**src/rtl/led_blink_driver.sv**
```systemverilog
// led_blink_driver
//   Turns single-cycle event strobes into human-visible LED blinks: each
//   accepted event produces one ON phase of ON_CYCLES followed by a mandatory
//   dark gap of OFF_CYCLES. Sits between core/debug logic and the board LED pin.
//
// Optional feature macro: LED_BLINK_QUEUE_EN
//   defined   : events arriving mid-blink are queued in a saturating pending
//               counter (PEND_W bits) and replayed back-to-back.
//   undefined : no queue; any event while busy is dropped and flags overflow.
//
// Ports
//   clk        in   clock
//   rstn       in   synchronous active-low reset
//   event_i    in   event strobe, one blink requested per high cycle
//   led_o      out  registered LED drive (lit level = ~ACTIVE_LOW)
//   busy_o     out  registered, high while not IDLE
//   done_o     out  registered, one-cycle pulse on return to IDLE
//   overflow_o out  registered, sticky event-dropped flag (cleared by reset)
module led_blink_driver #(
  parameter int unsigned ON_CYCLES  = 10_000_000,
  parameter int unsigned OFF_CYCLES = 10_000_000,
  parameter int unsigned CNT_W      = 24,
  parameter int unsigned PEND_W     = 4,
  parameter bit          ACTIVE_LOW = 1'b0
) (
  input  logic clk,
  input  logic rstn,
  input  logic event_i,
  output logic led_o,
  output logic busy_o,
  output logic done_o,
  output logic overflow_o
);

  localparam logic [CNT_W-1:0] ON_LAST  = CNT_W'(ON_CYCLES - 1);
  localparam logic [CNT_W-1:0] OFF_LAST = CNT_W'(OFF_CYCLES - 1);

  // Elaboration-time parameter sanity check
  if (ON_CYCLES < 1 || OFF_CYCLES < 1 || PEND_W < 1 || CNT_W < 1 ||
      64'(ON_CYCLES) > (64'd1 << CNT_W) ||
      64'(OFF_CYCLES) > (64'd1 << CNT_W)) begin : g_bad_param
    $error("led_blink_driver: illegal parameter combination");
  end

  typedef enum logic [1:0] {
    S_IDLE = 2'd0,
    S_ON   = 2'd1,
    S_OFF  = 2'd2
  } state_t;

  state_t           r_state;
  state_t           w_state_next;
  logic [CNT_W-1:0] r_cnt;
  logic [CNT_W-1:0] w_cnt_next;
  logic             r_led;
  logic             r_busy;
  logic             r_done;
  logic             r_overflow;
  logic             w_last_off;
  logic             w_start;
  logic             w_drop;

  assign w_last_off = (r_state == S_OFF) && (r_cnt == OFF_LAST);

`ifdef LED_BLINK_QUEUE_EN
  localparam logic [PEND_W-1:0] PEND_MAX = {PEND_W{1'b1}};

  logic [PEND_W-1:0] r_pend;
  logic [PEND_W-1:0] w_pend_next;
  logic              w_pend_nz;
  logic              w_inc;
  logic              w_dec;

  assign w_pend_nz = (r_pend != '0);
  assign w_start   = ((r_state == S_IDLE) || w_last_off) && (event_i || w_pend_nz);
  // A start with an empty queue consumes event_i directly, so it is not queued.
  assign w_dec     = w_start && w_pend_nz;
  assign w_inc     = event_i && !(w_start && !w_pend_nz);

  // Saturating pending counter; an increment at max with no decrement is a drop
  always_comb begin
    w_pend_next = r_pend;
    w_drop      = 1'b0;
    if (w_inc && !w_dec) begin
      if (r_pend == PEND_MAX) begin
        w_drop = 1'b1;
      end else begin
        w_pend_next = r_pend + PEND_W'(1);
      end
    end else if (!w_inc && w_dec) begin
      w_pend_next = r_pend - PEND_W'(1);
    end
  end

  always_ff @(posedge clk) begin
    if (!rstn) begin
      r_pend <= '0;
    end else begin
      r_pend <= w_pend_next;
    end
  end
`else
  assign w_start = (r_state == S_IDLE) && event_i;
  assign w_drop  = event_i && (r_state != S_IDLE);
`endif

  // Next-state and phase counter
  always_comb begin
    w_state_next = r_state;
    w_cnt_next   = '0;
    case (r_state)
      S_IDLE: begin
        if (w_start) begin
          w_state_next = S_ON;
        end
      end
      S_ON: begin
        if (r_cnt == ON_LAST) begin
          w_state_next = S_OFF;
        end else begin
          w_cnt_next = r_cnt + CNT_W'(1);
        end
      end
      S_OFF: begin
        if (w_last_off) begin
          w_state_next = w_start ? S_ON : S_IDLE;
        end else begin
          w_cnt_next = r_cnt + CNT_W'(1);
        end
      end
      default: begin
        w_state_next = S_IDLE;
      end
    endcase
  end

  // State register; outputs are registered from the next state
  always_ff @(posedge clk) begin
    if (!rstn) begin
      r_state    <= S_IDLE;
      r_cnt      <= '0;
      r_led      <= ACTIVE_LOW;
      r_busy     <= 1'b0;
      r_done     <= 1'b0;
      r_overflow <= 1'b0;
    end else begin
      r_state    <= w_state_next;
      r_cnt      <= w_cnt_next;
      r_led      <= (w_state_next == S_ON) ^ ACTIVE_LOW;
      r_busy     <= (w_state_next != S_IDLE);
      r_done     <= (r_state == S_OFF) && (w_state_next == S_IDLE);
      r_overflow <= r_overflow | w_drop;
    end
  end

  assign led_o      = r_led;
  assign busy_o     = r_busy;
  assign done_o     = r_done;
  assign overflow_o = r_overflow;

endmodule

```
**config.mk**
```make
export PLATFORM = sky130hd
export DESIGN_NAME = led_blink_driver
export DESIGN_NICKNAME = d
export VERILOG_FILES = /design/src/rtl/led_blink_driver.sv
export SDC_FILE = /design/constraint.sdc
export NUM_CORES = 1
export LEC_CHECK = 0
export BUFFER_PORTS_ARGS = -buffer_cell sky130_fd_sc_hd__buf_4
export CORE_MARGIN = 2
export CORE_UTILIZATION = 62
export DETAILED_ROUTE_END_ITERATION = 16
export GPL_TIMING_DRIVEN = 0
export PLACE_DENSITY = 0.85
export SYNTH_ARGS = -nofsm -noshare
export SYNTH_HDL_FRONTEND = slang
export SYNTH_SLANG_ARGS = --single-unit
```
**constraint.sdc**
```tcl
create_clock -name clk -period 2.51 [get_ports clk]
set_input_delay 0.251 -clock clk [delete_from_list [all_inputs] [get_ports clk]]
set_output_delay 0.251 -clock clk [all_outputs]
set_load 0.02 [all_outputs]
```
==> metrics.md <==
| Metric | Value |
|---|---|
| Clk root buf | clkbuf_4 |
| Cells after DPL | 190 |
| CP Cell Sequence | ha_1, nand4_1, nor4_1, a21oi_1, nand3_1, buf_2, nor2_1 |
| DP HPWL | about 1.8 mm |
| H-Tree Level Count | 2 |
| Crit-path max cell delay | approximately 0.4 ns |
| Final Skew | slightly above 0.008 ns |
| Worst-path clk slew | 0.09 ns |
| Core Region | between 0.002 and 0.0025 mm^2 |
| Pwr dens | about 500 mW/mm^2 |
| Postcts setup bufs | 0 |
| Worst Setup SP | r_cnt[0] |
| CTS tree | yes |
| CP max-delay cell | dfxtp_1 |
| VDD IR-drop max | between 0.4 and 0.5 mV |
| Arr. time, crit path | ~2.2 ns |
| DIE AREA | 0.00269 mm^2 |
| Pleak | around 0.00052 uW |
| Seq/Total Area, Yosys | between 40 and 50% |
| First-pass iteration count of the detailed router | 4 |
| Mapped Area | around 0.0014 mm^2 |
| Fin nets | 177 |
| Io pins | 7 |
| Crit start category | flop |
| Worst slew pin tran | slightly above 0.4 ns |
| Synthesized Nets | ~160 |
| Synthesized instance count | ~160 |
| Buffers & Inverters on Critical Path | 1 |
| WS Path Type | flop to flop |
| Min-delay src | rstn |
| Setup TNS | 0 ns |
| RSZ-0062 raised after global routing | no |
| Initial core utilization | between 60 and 70% |
| Number of core rows | 17 |
| Mean post-synth cell area | 9.11 um^2 |
| GRT Util Overall | about 22% |
| Reg2reg path depth | 7 |
| Yosys cell types | 38 |
| Flops & latches, synth | 30 |
| Outcome | completed |
| Fin cells | roughly 200 |
| Slew Viols, Final | 0 |
| Cts hold-fix bufs | 0 |
| DRC Markers | 0 |
| Final WL | between 2 and 2.5 mm |
| Sink Count | 30 |
| Min Clock Period, post-route | 1.94 ns |
| Crit path max-delay family | simple AND/OR/NAND/NOR gates |
| Crit. End Element | flop |
| Die Ht | approximately 52 um |
| Slew margin rel. | around 73% |
| Vias in the first global route | 1051 |
| ANT nets after route | 0 |
| Largest net degree at the start of global routing | 11 |
| Final period utilization | 77.3% |
| Initial antenna violation count | 0 |
| GPL Wtd Cong | between 0.8 and 0.9 |
| CP Max Fanout | 10 |
| Flop-to-flop setup slack | 0.57 ns |
| Vias per cell | roughly 5.5 |
| Worst Hold End | overflow_o |
| First-pass GRT wire length | about 4.2 mm |
| Area Overhead vs Synth | 8.80% |
| Number of DRC markers in iteration 0 | 25 |
| Port bufs | 6 |
| YS warnings | 0 |
| DP Worst Slack | between 0.5 and 0.6 ns |
| Critical R2R Launch | r_cnt[0] |
| N_diodes | 0 |
| Reg-to-Reg End | r_cnt[4] |
| Worst Slack Setup Final | 0.570 ns |
| Hold Path Cell Cnt | 2 |
| Clk_lat worst skew | between 0.3 and 0.4 ns |
| Critical Path RT | 2.72 ns |
| FMAX | 0.515 GHz |
| Layout cells sized above 1 | 14.2% |
| Width of the die | around 52 um |
| Final Hold Viols | 0 |
| Vias | about 1100 |
| Max Cap Violations | 0 |
| Total gr overflow | 0 |
| Setup Viol. Count Final | 0 |
| Hold Crit Class | primary input to flop |
| CTS Buf Count | 5 |
| Most frequent cells in the layout | nor2_1, dfxtp_1, xnor2_1, inv_1 |
| Routed len/inst | between 10 and 15 um |
| CTS resizes | 0 |
| Clock Path Buffers | 2 |
==> layout make-up <==
cell class                 count  area, um^2
inverter                       8        30.0
sequential                    30         601
fill                         189         644
buffer                         4        25.0
tap                           28        35.0
clock buffer                   7        45.0
multi-input combinational    114         766
timing repair buffer           6        45.0
==> worst reg2reg max path, stage by stage, from the launching register on <==
cell	delay, ns
dfxtp_1	0.39
ha_1	0.22
nand4_1	0.14
nor4_1	0.34
a21oi_1	0.15
nand3_1	0.25
buf_2	0.28
nor2_1	0.07
==> synthesized netlist by cell type <==
| cell | instances | area share [%] |
|---|---|---|
| a21oi_1 | 4 | 1.4 |
| and2_1 | 1 | 0.44 |
| and3_1 | 2 | 0.88 |
| and3_2 | 1 | 0.53 |
| and4_1 | 2 | 1.2 |
| buf_2 | 2 | 0.70 |
| buf_6 | 1 | 0.79 |
| clkbuf_1 | 1 | 0.26 |
| dfxtp_1 | 30 | 42 |
| ha_1 | 5 | 4.4 |
| inv_1 | 8 | 2.1 |
| mux2_2 | 1 | 0.79 |
| nand2_1 | 7 | 1.8 |
| nand2b_1 | 2 | 0.88 |
| nand3_1 | 7 | 2.5 |
| nand3_2 | 1 | 0.70 |
| nand4_1 | 2 | 0.88 |
| nand4_4 | 1 | 1.5 |
| nand4bb_1 | 1 | 0.79 |
| nor2_1 | 30 | 7.9 |
| nor2_2 | 2 | 0.88 |
| nor2b_1 | 3 | 1.3 |
| nor3_1 | 5 | 1.8 |
| nor3_2 | 1 | 0.70 |
| nor3_4 | 1 | 1.1 |
| nor4_1 | 2 | 0.88 |
| nor4_4 | 1 | 1.5 |
| nor4b_1 | 1 | 0.62 |
| o2111a_1 | 1 | 0.79 |
| o211a_1 | 1 | 0.70 |
| o21a_1 | 1 | 0.53 |
| o21ai_0 | 2 | 0.70 |
| o21bai_1 | 1 | 0.53 |
| o31ai_1 | 1 | 0.53 |
| or3_1 | 2 | 0.88 |
| or4_4 | 1 | 0.79 |
| xnor2_1 | 18 | 11 |
| xor2_1 | 3 | 1.8 |
==> report_power, final <==
group | internal [uW] | switching (uW) | leakage, uW
clock | 105 | 150 | 0.0000254
sequential | 482 | 3.84 | 0.000242
combinational | 19.2 | 26.1 | 0.000254
==> stage by stage <==
stage	util, %	total power, uW	hold slack (ns)	area, um^2
3_5_place_dp	68.5	543	0.454	1500
3_3_place_gp	68.5	540	0.445	1500
4_1_cts	70.6	800	0.170	1550
6_report	70.6	787	0.184	1550
5_1_grt	70.6	825	0.174	1550
2_1_floorplan	-	525	0.369	1420
==> registers in the layout, summed over array words and instances (netlist names) <==
signal      cells
overflow_o      1
led_o           1
r_cnt          24
busy_o          1
r_state         2
done_o          1
==> layer usage <==
layer  share of wire, %  track usage, %  wire (um)
met5                  0               0          0
met4                1.3            10.5         32
met3                2.8            6.03         69
met2                 48            37.3       1180
met1                 47            24.1       1150
==> how the worst max path moves through the flow <==
stage                     cells after the start         to
after floorplan                               7  r_cnt[22]
after global placement                        7   r_cnt[4]
after detailed placement                      7   r_cnt[4]
after CTS                                     7   r_cnt[3]
after global routing                          7  r_cnt[14]
final                                         7   r_cnt[4]
==> logic make-up after synthesis <==
logic type	after synthesis	synth area share (%)
compound gates	11	5.19
xor+xnor	21	12.9
fa+ha+maj	5	4.40
buf+inv	12	3.87
flops	30	42.3
mux	1	0.792
simple gates	76	30.5
No activity file was read; power rests on OpenSTA's default activity.
